File: config.mk
export PLATFORM = sky130hd
export DESIGN_NAME = mem_port_arbiter
export DESIGN_NICKNAME = d
export VERILOG_FILES = /design/src/rtl/mips_mem_pkg.sv /design/src/rtl/arb_pick.sv /design/src/rtl/mem_port_arbiter.sv
export SDC_FILE = /design/constraint.sdc
export NUM_CORES = 1
export LEC_CHECK = 0
export ABC_AREA = 1
export CAP_MARGIN = 20
export CORE_AREA = 2 2 293 295
export CTS_CLUSTER_SIZE = 28
export DETAILED_ROUTE_END_ITERATION = 10
export DIE_AREA = 0 0 295 297
export GPL_ROUTABILITY_DRIVEN = 0
export PLACE_DENSITY = 0.48
export SLEW_MARGIN = 15
export SYNTH_ARGS = -nofsm -noshare
export SYNTH_HDL_FRONTEND = slang
export SYNTH_SLANG_ARGS = --single-unit
File: constraint.sdc
create_clock -name clock -period 3.81 [get_ports clock]
set_clock_uncertainty 0.05 [all_clocks]
set_input_delay 0.762 -clock clock [delete_from_list [all_inputs] [get_ports clock]]
set_output_delay 0.762 -clock clock [all_outputs]
set_load 0.02 [all_outputs]
File: src/rtl/mips_mem_pkg.sv
// Shared definitions for the main-memory port arbiter.
//   LINE_W         width of one memory line (four instructions)
//   LINE_OFFSET_W  byte-offset bits inside a line
//   arb_state_t    arbiter FSM state encoding
//   line_align     clears the byte offset of an address
package mips_mem_pkg;

    localparam int LINE_W        = 128;
    localparam int LINE_OFFSET_W = 4;
    localparam int ADDR_MAX_W    = 64;

    typedef enum logic [1:0] {
        ST_IDLE    = 2'd0,
        ST_I_BUSY  = 2'd1,
        ST_I_DRAIN = 2'd2,
        ST_D_BUSY  = 2'd3
    } arb_state_t;

    // Works on the widest supported address; callers cast to their own width.
    function automatic logic [ADDR_MAX_W-1:0] line_align(input logic [ADDR_MAX_W-1:0] addr);
        logic [ADDR_MAX_W-1:0] mask;
        mask = {ADDR_MAX_W{1'b1}} << LINE_OFFSET_W;
        return addr & mask;
    endfunction

endpackage

File: src/rtl/arb_pick.sv
// Grant selection and starvation counter for the memory port arbiter.
//   clock, nreset   clock and synchronous active-low reset
//   in_idle         arbiter is in IDLE and may grant this cycle
//   i_req, i_flush  i-side request and redirect (flush masks the request)
//   i_dout_valid    i-side completion pulse (masks the stale request level)
//   d_req           any d-side request (read or write)
//   d_dout_valid    d-side completion pulse
//   grant_i/grant_d one-hot grant, valid only while in_idle
module arb_pick
    import mips_mem_pkg::*;
#(
    parameter int STARVE_MAX = 4
) (
    input  logic clock,
    input  logic nreset,
    input  logic in_idle,
    input  logic i_req,
    input  logic i_flush,
    input  logic i_dout_valid,
    input  logic d_req,
    input  logic d_dout_valid,
    output logic grant_i,
    output logic grant_d
);

    localparam int CNT_W = $clog2(STARVE_MAX + 1);

    logic [CNT_W-1:0] starve;
    logic             starve_ok;
    logic             d_prio;

    always_comb begin
        starve_ok = (starve < CNT_W'(STARVE_MAX));
        // A d request still visible during its own completion pulse keeps
        // priority but is not granted; this holds i off for that one cycle
        // so a continuously requesting d-side is not penalised.
        d_prio  = d_req && starve_ok;
        grant_d = in_idle && d_prio && !d_dout_valid;
        grant_i = in_idle && !d_prio && i_req && !i_flush && !i_dout_valid;
    end

    always_ff @(posedge clock) begin
        if (!nreset) begin
            starve <= '0;
        end else if (in_idle) begin
            if (grant_i || !i_req) begin
                starve <= '0;
            end else if (grant_d && starve_ok) begin
                starve <= starve + CNT_W'(1);
            end
        end
    end

endmodule

File: src/rtl/mem_port_arbiter.sv
// Shares the single line-wide memory port between the instruction fetch
// queue (i-side, reads only, cancellable by branch redirect) and the
// load/store unit (d-side, reads and writes, never cancelled).
//   clock, nreset              clock and synchronous active-low reset
//   i_req/i_addr/i_flush       i-side line read request and redirect
//   i_dout/i_dout_valid        i-side read data and 1-cycle valid pulse
//   d_rd_req/d_wr_req/d_addr   d-side request, write wins if both set
//   d_wdata                    d-side write data
//   d_dout/d_dout_valid        d-side read data and completion pulse
//   mem_req/mem_we/mem_addr    memory transaction, stable while mem_req
//   mem_wdata                  memory write data
//   mem_rdata/mem_ready        memory read data and completion
//
// state      | meaning
// -----------+---------------------------------------------------------
// ST_IDLE    | no transaction; arbitrate requests each cycle
// ST_I_BUSY  | i-side read in flight
// ST_I_DRAIN | i-side read flushed; wait for memory, drop the data
// ST_D_BUSY  | d-side read or write in flight
module mem_port_arbiter
    import mips_mem_pkg::*;
#(
    parameter int ADDR_W     = 32,
    parameter int LINE_W     = mips_mem_pkg::LINE_W,
    parameter int STARVE_MAX = 4
) (
    input  logic              clock,
    input  logic              nreset,
    input  logic              i_req,
    input  logic [ADDR_W-1:0] i_addr,
    input  logic              i_flush,
    output logic [LINE_W-1:0] i_dout,
    output logic              i_dout_valid,
    input  logic              d_rd_req,
    input  logic              d_wr_req,
    input  logic [ADDR_W-1:0] d_addr,
    input  logic [LINE_W-1:0] d_wdata,
    output logic [LINE_W-1:0] d_dout,
    output logic              d_dout_valid,
    output logic              mem_req,
    output logic              mem_we,
    output logic [ADDR_W-1:0] mem_addr,
    output logic [LINE_W-1:0] mem_wdata,
    input  logic [LINE_W-1:0] mem_rdata,
    input  logic              mem_ready
);

    arb_state_t state, state_nxt;
    logic       grant_i, grant_d;
    logic       i_done, d_done;
    logic       in_idle;

    assign in_idle = (state == ST_IDLE);
    assign mem_req = !in_idle;

    arb_pick #(
        .STARVE_MAX (STARVE_MAX)
    ) u_pick (
        .clock        (clock),
        .nreset       (nreset),
        .in_idle      (in_idle),
        .i_req        (i_req),
        .i_flush      (i_flush),
        .i_dout_valid (i_dout_valid),
        .d_req        (d_rd_req || d_wr_req),
        .d_dout_valid (d_dout_valid),
        .grant_i      (grant_i),
        .grant_d      (grant_d)
    );

    always_comb begin
        state_nxt = state;
        i_done    = 1'b0;
        d_done    = 1'b0;
        case (state)
            ST_IDLE: begin
                if (grant_d) begin
                    state_nxt = ST_D_BUSY;
                end else if (grant_i) begin
                    state_nxt = ST_I_BUSY;
                end
            end
            ST_I_BUSY: begin
                if (mem_ready) begin
                    state_nxt = ST_IDLE;
                    i_done    = !i_flush;
                end else if (i_flush) begin
                    state_nxt = ST_I_DRAIN;
                end
            end
            ST_I_DRAIN: begin
                if (mem_ready) begin
                    state_nxt = ST_IDLE;
                end
            end
            ST_D_BUSY: begin
                if (mem_ready) begin
                    state_nxt = ST_IDLE;
                    d_done    = 1'b1;
                end
            end
            default: state_nxt = ST_IDLE;
        endcase
    end

    always_ff @(posedge clock) begin
        if (!nreset) begin
            state        <= ST_IDLE;
            mem_we       <= 1'b0;
            mem_addr     <= '0;
            mem_wdata    <= '0;
            i_dout       <= '0;
            d_dout       <= '0;
            i_dout_valid <= 1'b0;
            d_dout_valid <= 1'b0;
        end else begin
            state        <= state_nxt;
            i_dout_valid <= i_done;
            d_dout_valid <= d_done;
            if (i_done) begin
                i_dout <= mem_rdata;
            end
            // Write completion pulses without touching the read data.
            if (d_done && !mem_we) begin
                d_dout <= mem_rdata;
            end
            if (grant_d) begin
                mem_we    <= d_wr_req;
                mem_addr  <= ADDR_W'(line_align(ADDR_MAX_W'(d_addr)));
                mem_wdata <= d_wr_req ? d_wdata : '0;
            end else if (grant_i) begin
                mem_we    <= 1'b0;
                mem_addr  <= ADDR_W'(line_align(ADDR_MAX_W'(i_addr)));
                mem_wdata <= '0;
            end else if (!in_idle && mem_ready) begin
                mem_we    <= 1'b0;
            end
        end
    end

endmodule

== After elaboration in Yosys (flattened, before gate mapping) ==
Cells that the tools add are included.

* Add/subtract/negate cells: 1
* $mul: 0
* Divide/modulo/power cells: 0
* Magnitude comparators: 1
* Equal/unequal tests: 6
* Shift-type cells: 0
* Muxes and demuxes: 20
* Bitwise gates (word level): 0
* Reduce and logical (&&, ||, !) cells: 26

{| class="wikitable"
|+ Operator list
! cell !! count
|-
| $mux 128 || 3
|-
| $mux 32 || 2
|-
| $logic_and 1x1->1 || 10
|-
| $mux 2 || 5
|-
| $logic_not 1->1 || 7
|-
| $mux 1 || 7
|-
| $mux 3 || 2
|-
| $pmux 2 s3 || 1
|-
| $eq 2x2->1 const B || 2
|-
| $reduce_bool 2->1 || 2
|-
| $add 3x1->3 const B || 1
|-
| $lt 3x3->1 const B || 1
|-
| $ne 3x1->1 const B || 1
|-
| $ne 3x3->1 const B || 1
|-
| $reduce_and 3->1 || 1
|-
| $reduce_bool 3->1 || 1
|-
| $eq 2x1->1 const B || 1
|-
| $logic_not 2->1 || 1
|-
| $logic_or 1x1->1 || 2
|-
| $ne 2x1->1 const B || 1
|-
| $reduce_and 2->1 || 1
|-
| $reduce_or 2->1 || 1
|}

* Flip-flop bits (word level): 420
* Latch bits: 0
* Memory bits (writable): 0
* Memory bits (read-only): 0
* Input bits: 327
* Output and inout port bits: 420
* Logic and storage cells: 63
* Memories kept: 0

== Depth between registers and ports, before layout ==
* Depth after elaboration: 10
* Depth in mapped cells: 11
* Depth with buffers taken out: 9

== By module ==
Synthesis repeated with hierarchy kept, for this count alone.

* Cell total of the unflattened synthesis: 1925
* Area, all modules: 15308.4 um^2

{| class="wikitable"
|+ Modules (own cells, without submodules)
! module !! instances !! cells each !! area an instance (um^2) !! sequential area each (um^2)
|-
| mem_port_arbiter || 1 || 1893 || 15103.2 || 8348.0
|-
| arb_pick || 1 || 32 || 205.2 || 60.1
|}

== Worst setup path before layout ==
Ideal clock, no wire load.

* Path kind: in2reg
* Start point: input d_rd_req
* End point: register mem_addr[11]
* Library setup time: 117 ps
* Arrival: 1759 ps
* Required time: 3643 ps
* Setup slack: 1884 ps
* Cell stages on the path: 8
* Buffers on the path: 2
* Cells stage by stage: o21ai_0 nand3_1 nand2_2 inv_2 buf_4 buf_2 nor2_1 nor2_1

* Longest elaborated chain between the ends: 8
* Elaborated cells between the ends (all ways): 11
* Classes of those cells: mux (1); reduce/logical (10)

{| class="wikitable"
|+ Ends and longest elaborated chain
! item !! RTL line !! RTL
|-
| from (decl) || mem_port_arbiter.sv:34 || <nowiki>input logic d_rd_req,</nowiki>
|-
| $logic_or 1x1->1 * || mem_port_arbiter.sv:65 || <nowiki>.d_req (d_rd_req || d_wr_req),</nowiki>
|-
| $logic_and 1x1->1 * || arb_pick.sv:37 || <nowiki>d_prio = d_req && starve_ok;</nowiki>
|-
| $logic_not 1->1 || arb_pick.sv:39 || <nowiki>grant_i = in_idle && !d_prio && i_req && !i_flush && !i_dout_valid;</nowiki>
|-
| $logic_and 1x1->1 (4 in a row) || arb_pick.sv:39 ||
|-
| $reduce_bool 2->1 (no line) || n/a ||
|-
| to (signal assigned) || mem_port_arbiter.sv:129 || <nowiki>mem_addr <= ADDR_W'(line_align(ADDR_MAX_W'(d_addr)));</nowiki>
|-
| to (signal assigned) || mem_port_arbiter.sv:133 || <nowiki>mem_addr <= ADDR_W'(line_align(ADDR_MAX_W'(i_addr)));</nowiki>
|-
| to (decl) || mem_port_arbiter.sv:42 || <nowiki>output logic [ADDR_W-1:0] mem_addr,</nowiki>
|}

Mark *: on every way between the ends. The rest lies on a longest branch, timed or not.
A chain may end at the register's enable or synchronous reset.

== Final worst setup path ==
* Start point: register state[0]
* End point: output mem_req

* Longest elaborated chain between the ends: 2

{| class="wikitable"
|+ Ends and longest elaborated chain
! item !! RTL line !! RTL
|-
| from (decl) || mem_port_arbiter.sv:48 || <nowiki>arb_state_t state, state_nxt;</nowiki>
|-
| from (signal assigned) || mem_port_arbiter.sv:117 || <nowiki>state <= state_nxt;</nowiki>
|-
| $logic_not 2->1 || mem_port_arbiter.sv:53 || <nowiki>assign in_idle = (state == ST_IDLE);</nowiki>
|-
| $logic_not 1->1 || mem_port_arbiter.sv:54 || <nowiki>assign mem_req = !in_idle;</nowiki>
|-
| to (decl) || mem_port_arbiter.sv:40 || <nowiki>output logic mem_req,</nowiki>
|}

Every way passes these cells.

==> flow_summary.html <==
<table>
<tr><th>Metric</th><th>Value</th></tr>
<tr><th colspan="2">Run status</th></tr>
<tr><td>Result of the run</td><td>finished, final reports clean</td></tr>
<tr><th colspan="2">Clock network</th></tr>
<tr><td>Clock buffers created by TritonCTS</td><td>50</td></tr>
<tr><td>Total of hold buffers inserted after clock tree synthesis</td><td>0</td></tr>
<tr><td>CTS tree</td><td>yes</td></tr>
<tr><td>Number of buffers between clock root and the deepest sink</td><td>3</td></tr>
<tr><td>Clock tree root driver cell</td><td>sky130_fd_sc_hd__clkbuf_16</td></tr>
<tr><td>Post-CTS setup buffer count</td><td>0</td></tr>
<tr><td>Later-pin clock latency in the skew report</td><td>about 0.56 ns</td></tr>
<tr><td>CTS H-tree depth</td><td>2</td></tr>
<tr><td># resized after CTS</td><td>0</td></tr>
<tr><td>Clock transition at the registers of the reported paths</td><td>around 0.050 ns</td></tr>
<tr><td>Number of sinks handled by clock tree synthesis</td><td>420</td></tr>
<tr><th colspan="2">Final layout</th></tr>
<tr><td>Area of the multi-input gates</td><td>0.00575 mm^2</td></tr>
<tr><td>Total number of nets in the final design</td><td>roughly 3k</td></tr>
<tr><td>Fill cells</td><td>a little over 9k</td></tr>
<tr><td>Most frequent standard cell in the layout excluding fill and tap cells</td><td>sky130_fd_sc_hd__clkdlybuf4s50_1</td></tr>
<tr><td>Cell area after layout</td><td>about 0.025 mm^2</td></tr>
<tr><td>Area delta synth-&gt;final</td><td>68.8%</td></tr>
<tr><td>Register Area</td><td>about 0.0084 mm^2</td></tr>
<tr><td>Fraction of final layout cells with drive strength greater than 1</td><td>between 4 and 5%</td></tr>
<tr><td>Most frequent cells in the layout</td><td>sky130_fd_sc_hd__clkdlybuf4s50_1, sky130_fd_sc_hd__nor2_1, sky130_fd_sc_hd__dfxtp_1, sky130_fd_sc_hd__nand2_1, sky130_fd_sc_hd__o21ai_0</td></tr>
<tr><th colspan="2">Logic synthesis</th></tr>
<tr><td>Mean cell area of the mapped netlist</td><td>7.62 um^2</td></tr>
<tr><td>Post-synth cell types</td><td>23</td></tr>
<tr><td>Fraction of post-synthesis cell area in the top cell type by area</td><td>56.6%</td></tr>
<tr><td>Cell count after synthesis</td><td>approximately 2.0k</td></tr>
<tr><td>Biggest area contributors in the synthesized netlist</td><td>sky130_fd_sc_hd__dfxtp_1, sky130_fd_sc_hd__nor2_1, sky130_fd_sc_hd__o21ai_0, sky130_fd_sc_hd__nand2_1, sky130_fd_sc_hd__a21oi_1</td></tr>
<tr><td>Total standard cell area after synthesis</td><td>approximately 0.015 mm^2</td></tr>
<tr><td>Sequential-to-total area share from yosys stat</td><td>around 57%</td></tr>
<tr><td>Syn. warnings</td><td>0</td></tr>
<tr><td>Cell type with the highest aggregate area in the netlist</td><td>sky130_fd_sc_hd__dfxtp_1</td></tr>
<tr><td>Count of state elements after synthesis</td><td>420</td></tr>
<tr><th colspan="2">STA</th></tr>
<tr><td>Unrepaired setup endpoints after global routing</td><td>false</td></tr>
<tr><td>Post-route clock period utilization</td><td>70.4%</td></tr>
<tr><td>Final-report hold violation count</td><td>0</td></tr>
<tr><td>Relative slew margins</td><td>39.4%</td></tr>
<tr><td>Number of setup violations in the final report</td><td>0</td></tr>
<tr><td>Max Transition Viols Final</td><td>0</td></tr>
<tr><td>Setup Total Neg Slack</td><td>0 ns</td></tr>
<tr><td>Actual transition at the worst max-transition pin</td><td>~0.9 ns</td></tr>
<tr><td>Minimum clock period</td><td>approximately 2.7 ns</td></tr>
<tr><td>Maximum clock frequency</td><td>373 MHz</td></tr>
<tr><th colspan="2">Worst setup path</th></tr>
<tr><td>Endpoint arrival time on the critical path</td><td>approximately 1.9 ns</td></tr>
<tr><td>Required arrival time at the worst endpoint</td><td>3.00 ns</td></tr>
<tr><td>Reg2Reg Launch Point</td><td>state[0]</td></tr>
<tr><td>Reg2Reg Depth</td><td>9</td></tr>
<tr><td>Worst setup path class</td><td>reg -&gt; out</td></tr>
<tr><td>Family with the most delay on the worst path</td><td>buffers and inverters</td></tr>
<tr><td>Kind of start point of the critical path</td><td>flip-flop</td></tr>
<tr><td>Worst path depth</td><td>3</td></tr>
<tr><td>Delay of the slowest cell on the worst path</td><td>0.64 ns</td></tr>
<tr><td>End of the critical path</td><td>mem_req</td></tr>
<tr><td>Worst reg2reg endpoint</td><td>mem_wdata[11]</td></tr>
<tr><td>Endpoint type of the worst setup path</td><td>primary output</td></tr>
<tr><td>Cells traversed along the worst timing path</td><td>nor2_4, inv_2, clkdlybuf4s50_1</td></tr>
<tr><td>Reg2reg setup slack</td><td>around 1.5 ns</td></tr>
<tr><td>Worst path buffer plus inverter count</td><td>2</td></tr>
<tr><td>Cell with the biggest individual delay on the critical path</td><td>sky130_fd_sc_hd__clkdlybuf4s50_1</td></tr>
<tr><td>Origin of the worst setup path</td><td>state[0]</td></tr>
<tr><td>Largest fanout on the critical path</td><td>10</td></tr>
<tr><th colspan="2">Global routing</th></tr>
<tr><td>Maximum number of pins on one net before global-route repair</td><td>roughly 130</td></tr>
<tr><td>Number of global-route vias before repair</td><td>between 10k and 15k</td></tr>
<tr><td>Global-route wire length before repair</td><td>slightly below 100 mm</td></tr>
<tr><td>GRT Overall Usage</td><td>14.6%</td></tr>
<tr><td>Number of antenna violations at the first check in global routing</td><td>3</td></tr>
<tr><td>Remaining Overflow, GRT</td><td>0</td></tr>
<tr><th colspan="2">Pwr</th></tr>
<tr><td>Design internal power</td><td>between 10000 and 15000 uW</td></tr>
<tr><td>Max IR drop VDD</td><td>roughly 0.0003 V</td></tr>
<tr><td>Sequential cell fraction of total power</td><td>a little over a third</td></tr>
<tr><td>Power share of the clock group</td><td>31.9%</td></tr>
<tr><td>Switching Fraction</td><td>about a third</td></tr>
<tr><td>Leakage</td><td>roughly 0.0094 uW</td></tr>
<tr><td>Pwr dens</td><td>slightly above 600 mW/mm^2</td></tr>
<tr><td>Proportion of power drawn by combinational gates</td><td>33.3%</td></tr>
<tr><td>Switching Power</td><td>between 5000 and 6000 uW</td></tr>
<tr><th colspan="2">Detailed routing</th></tr>
<tr><td>Routed Wire Length</td><td>67.3 mm</td></tr>
<tr><td>Average wire per cell in the routed design</td><td>~18 um</td></tr>
<tr><td>Overall via count from detail_route</td><td>~15k</td></tr>
<tr><td>First-pass detailed-route iteration total</td><td>4</td></tr>
<tr><td>Antenna Violating Nets Remaining</td><td>0</td></tr>
<tr><td>DRC violations left</td><td>0</td></tr>
<tr><td>Number of design-rule violations left by the first detailed-router iteration</td><td>roughly 540</td></tr>
<tr><td>Vias/cell</td><td>about 4</td></tr>
<tr><th colspan="2">Placement</th></tr>
<tr><td>Number of buffers added on ports</td><td>around 730</td></tr>
<tr><td>Detailed placement HPWL</td><td>roughly 48 mm</td></tr>
<tr><td>Placed Instance Area</td><td>between 0.02 and 0.025 mm^2</td></tr>
<tr><th colspan="2">Floorplanning</th></tr>
<tr><td>Vertical die dimension</td><td>about 300 um</td></tr>
<tr><td>Chip Width</td><td>approximately 300 um</td></tr>
<tr><td>Num rows</td><td>about 110</td></tr>
<tr><td>Initial core utilization</td><td>17.6%</td></tr>
<tr><td>Area of the die</td><td>just under 0.09 mm^2</td></tr>
<tr><td>I/O pin total</td><td>747</td></tr>
<tr><td>Core outline area</td><td>roughly 0.084 mm^2</td></tr>
<tr><th colspan="2">Hold path</th></tr>
<tr><td>Class of the most critical hold timing path</td><td>reg -&gt; reg</td></tr>
<tr><td>Worst hold path cell count</td><td>2</td></tr>
<tr><th colspan="2">Flow run</th></tr>
<tr><td>Max-cap violation count</td><td>0</td></tr>
</table>
layer usage:
metal  GRT usage (%)  vias to the layer above  wire length [um]
li1                -                     7563                 -
met4            4.57                        6              2070
met3            5.55                       86              6400
met2            26.2                      502             33000
met5               0                        -                42
met1            15.5                     6805             25700
worst register-to-register path, cell delays in order (launching register included):
cell                      delay, ns
sky130_fd_sc_hd__dfxtp_1       0.37
sky130_fd_sc_hd__nor2_4        0.23
sky130_fd_sc_hd__inv_2         0.11
sky130_fd_sc_hd__nor2_2        0.13
sky130_fd_sc_hd__nand2_4       0.26
sky130_fd_sc_hd__nor2_4        0.39
sky130_fd_sc_hd__buf_12        0.24
sky130_fd_sc_hd__buf_12        0.21
sky130_fd_sc_hd__nand2_1       0.08
sky130_fd_sc_hd__a21oi_1       0.14
cell families (layout without fill, tap and decap cells):
group,count (synthesis),after routing,share of synthesized area (%)
other,1,6,0.0252
buffers and inverters,163,874,4.96
AOI/OAI and AO/OA,423,423,14.3
xor gates and xnor gates,1,1,0.0589
DFF,420,420,56.6
adders and majority gates,1,1,0.0842
and+or+nand+nor,941,941,24.1
how the worst min path moves through the flow:
stage,start,to,slack (ns)
after floorplan,u_pick.starve[1],u_pick.starve[1],0.41
after global placement,mem_wdata[45],mem_wdata[45],0.40
after detailed placement,mem_wdata[104],mem_wdata[104],0.40
after CTS,mem_wdata[104],mem_wdata[104],0.41
after global routing,mem_wdata[47],mem_wdata[47],0.42
final,mem_wdata[104],mem_wdata[104],0.41
power by group through the flow:
stage	registers [uW]	logic (uW)	clock network (uW)
2_1_floorplan	6240	2040	0
3_3_place_gp	5510	5310	0
3_5_place_dp	5530	5290	0
4_1_cts	5450	5310	5180
5_1_grt	5510	5670	5340
6_report	5440	5200	4980
synthesized netlist by cell type:
| cell type | instances |
|---|---|
| sky130_fd_sc_hd__nor2_1 | 577 |
| sky130_fd_sc_hd__dfxtp_1 | 420 |
| sky130_fd_sc_hd__nand2_1 | 346 |
| sky130_fd_sc_hd__o21ai_0 | 285 |
| sky130_fd_sc_hd__a21oi_1 | 134 |
| sky130_fd_sc_hd__clkbuf_1 | 91 |
| sky130_fd_sc_hd__buf_2 | 33 |
| sky130_fd_sc_hd__buf_4 | 20 |
| sky130_fd_sc_hd__nand3_1 | 13 |
| sky130_fd_sc_hd__inv_1 | 12 |
| sky130_fd_sc_hd__inv_2 | 4 |
| sky130_fd_sc_hd__o21ai_1 | 3 |
| sky130_fd_sc_hd__nor2_4 | 2 |
| sky130_fd_sc_hd__buf_6 | 1 |
| sky130_fd_sc_hd__clkbuf_2 | 1 |
| sky130_fd_sc_hd__clkinv_1 | 1 |
| sky130_fd_sc_hd__conb_1 | 1 |
| sky130_fd_sc_hd__ha_1 | 1 |
| sky130_fd_sc_hd__nand2_2 | 1 |
| sky130_fd_sc_hd__nand2_4 | 1 |
| sky130_fd_sc_hd__nor2_2 | 1 |
| sky130_fd_sc_hd__o21a_1 | 1 |
| sky130_fd_sc_hd__xor2_1 | 1 |
area by class of cell:
class	count	share of cell area (%)
antenna	2	0.0199
clock buffer	73	5.73
clock inverter	16	0.992
inverter	17	0.294
multi-input combinational	1370	22.9
sequential	420	33.5
tap	1144	5.70
timing repair buffer	768	30.8
metrics by stage:
| stage | power, uW | util, % | hold WS [ns] | cells | setup slack (ns) |
|---|---|---|---|---|---|
| after floorplan | 8280 | - | 0.406 | 1953 | 1.88 |
| after global placement | 10800 | 27.7 | 0.398 | 3719 | 0.828 |
| after detailed placement | 10800 | 27.7 | 0.402 | 3719 | 0.801 |
| after CTS | 15900 | 29.7 | 0.411 | 3808 | 1.08 |
| after global routing | 16500 | 29.7 | 0.420 | 3808 | 1.05 |
| final | 15600 | 29.7 | 0.408 | 3810 | 1.13 |
sequential cells by signal, indices dropped and copies added (netlist names):
register       count
i_dout_valid       1
u_pick.starve      3
d_dout           128
d_dout_valid       1
mem_wdata        128
state              2
mem_we             1
i_dout           128
mem_addr          28
(Power assumes the default switching activity.)
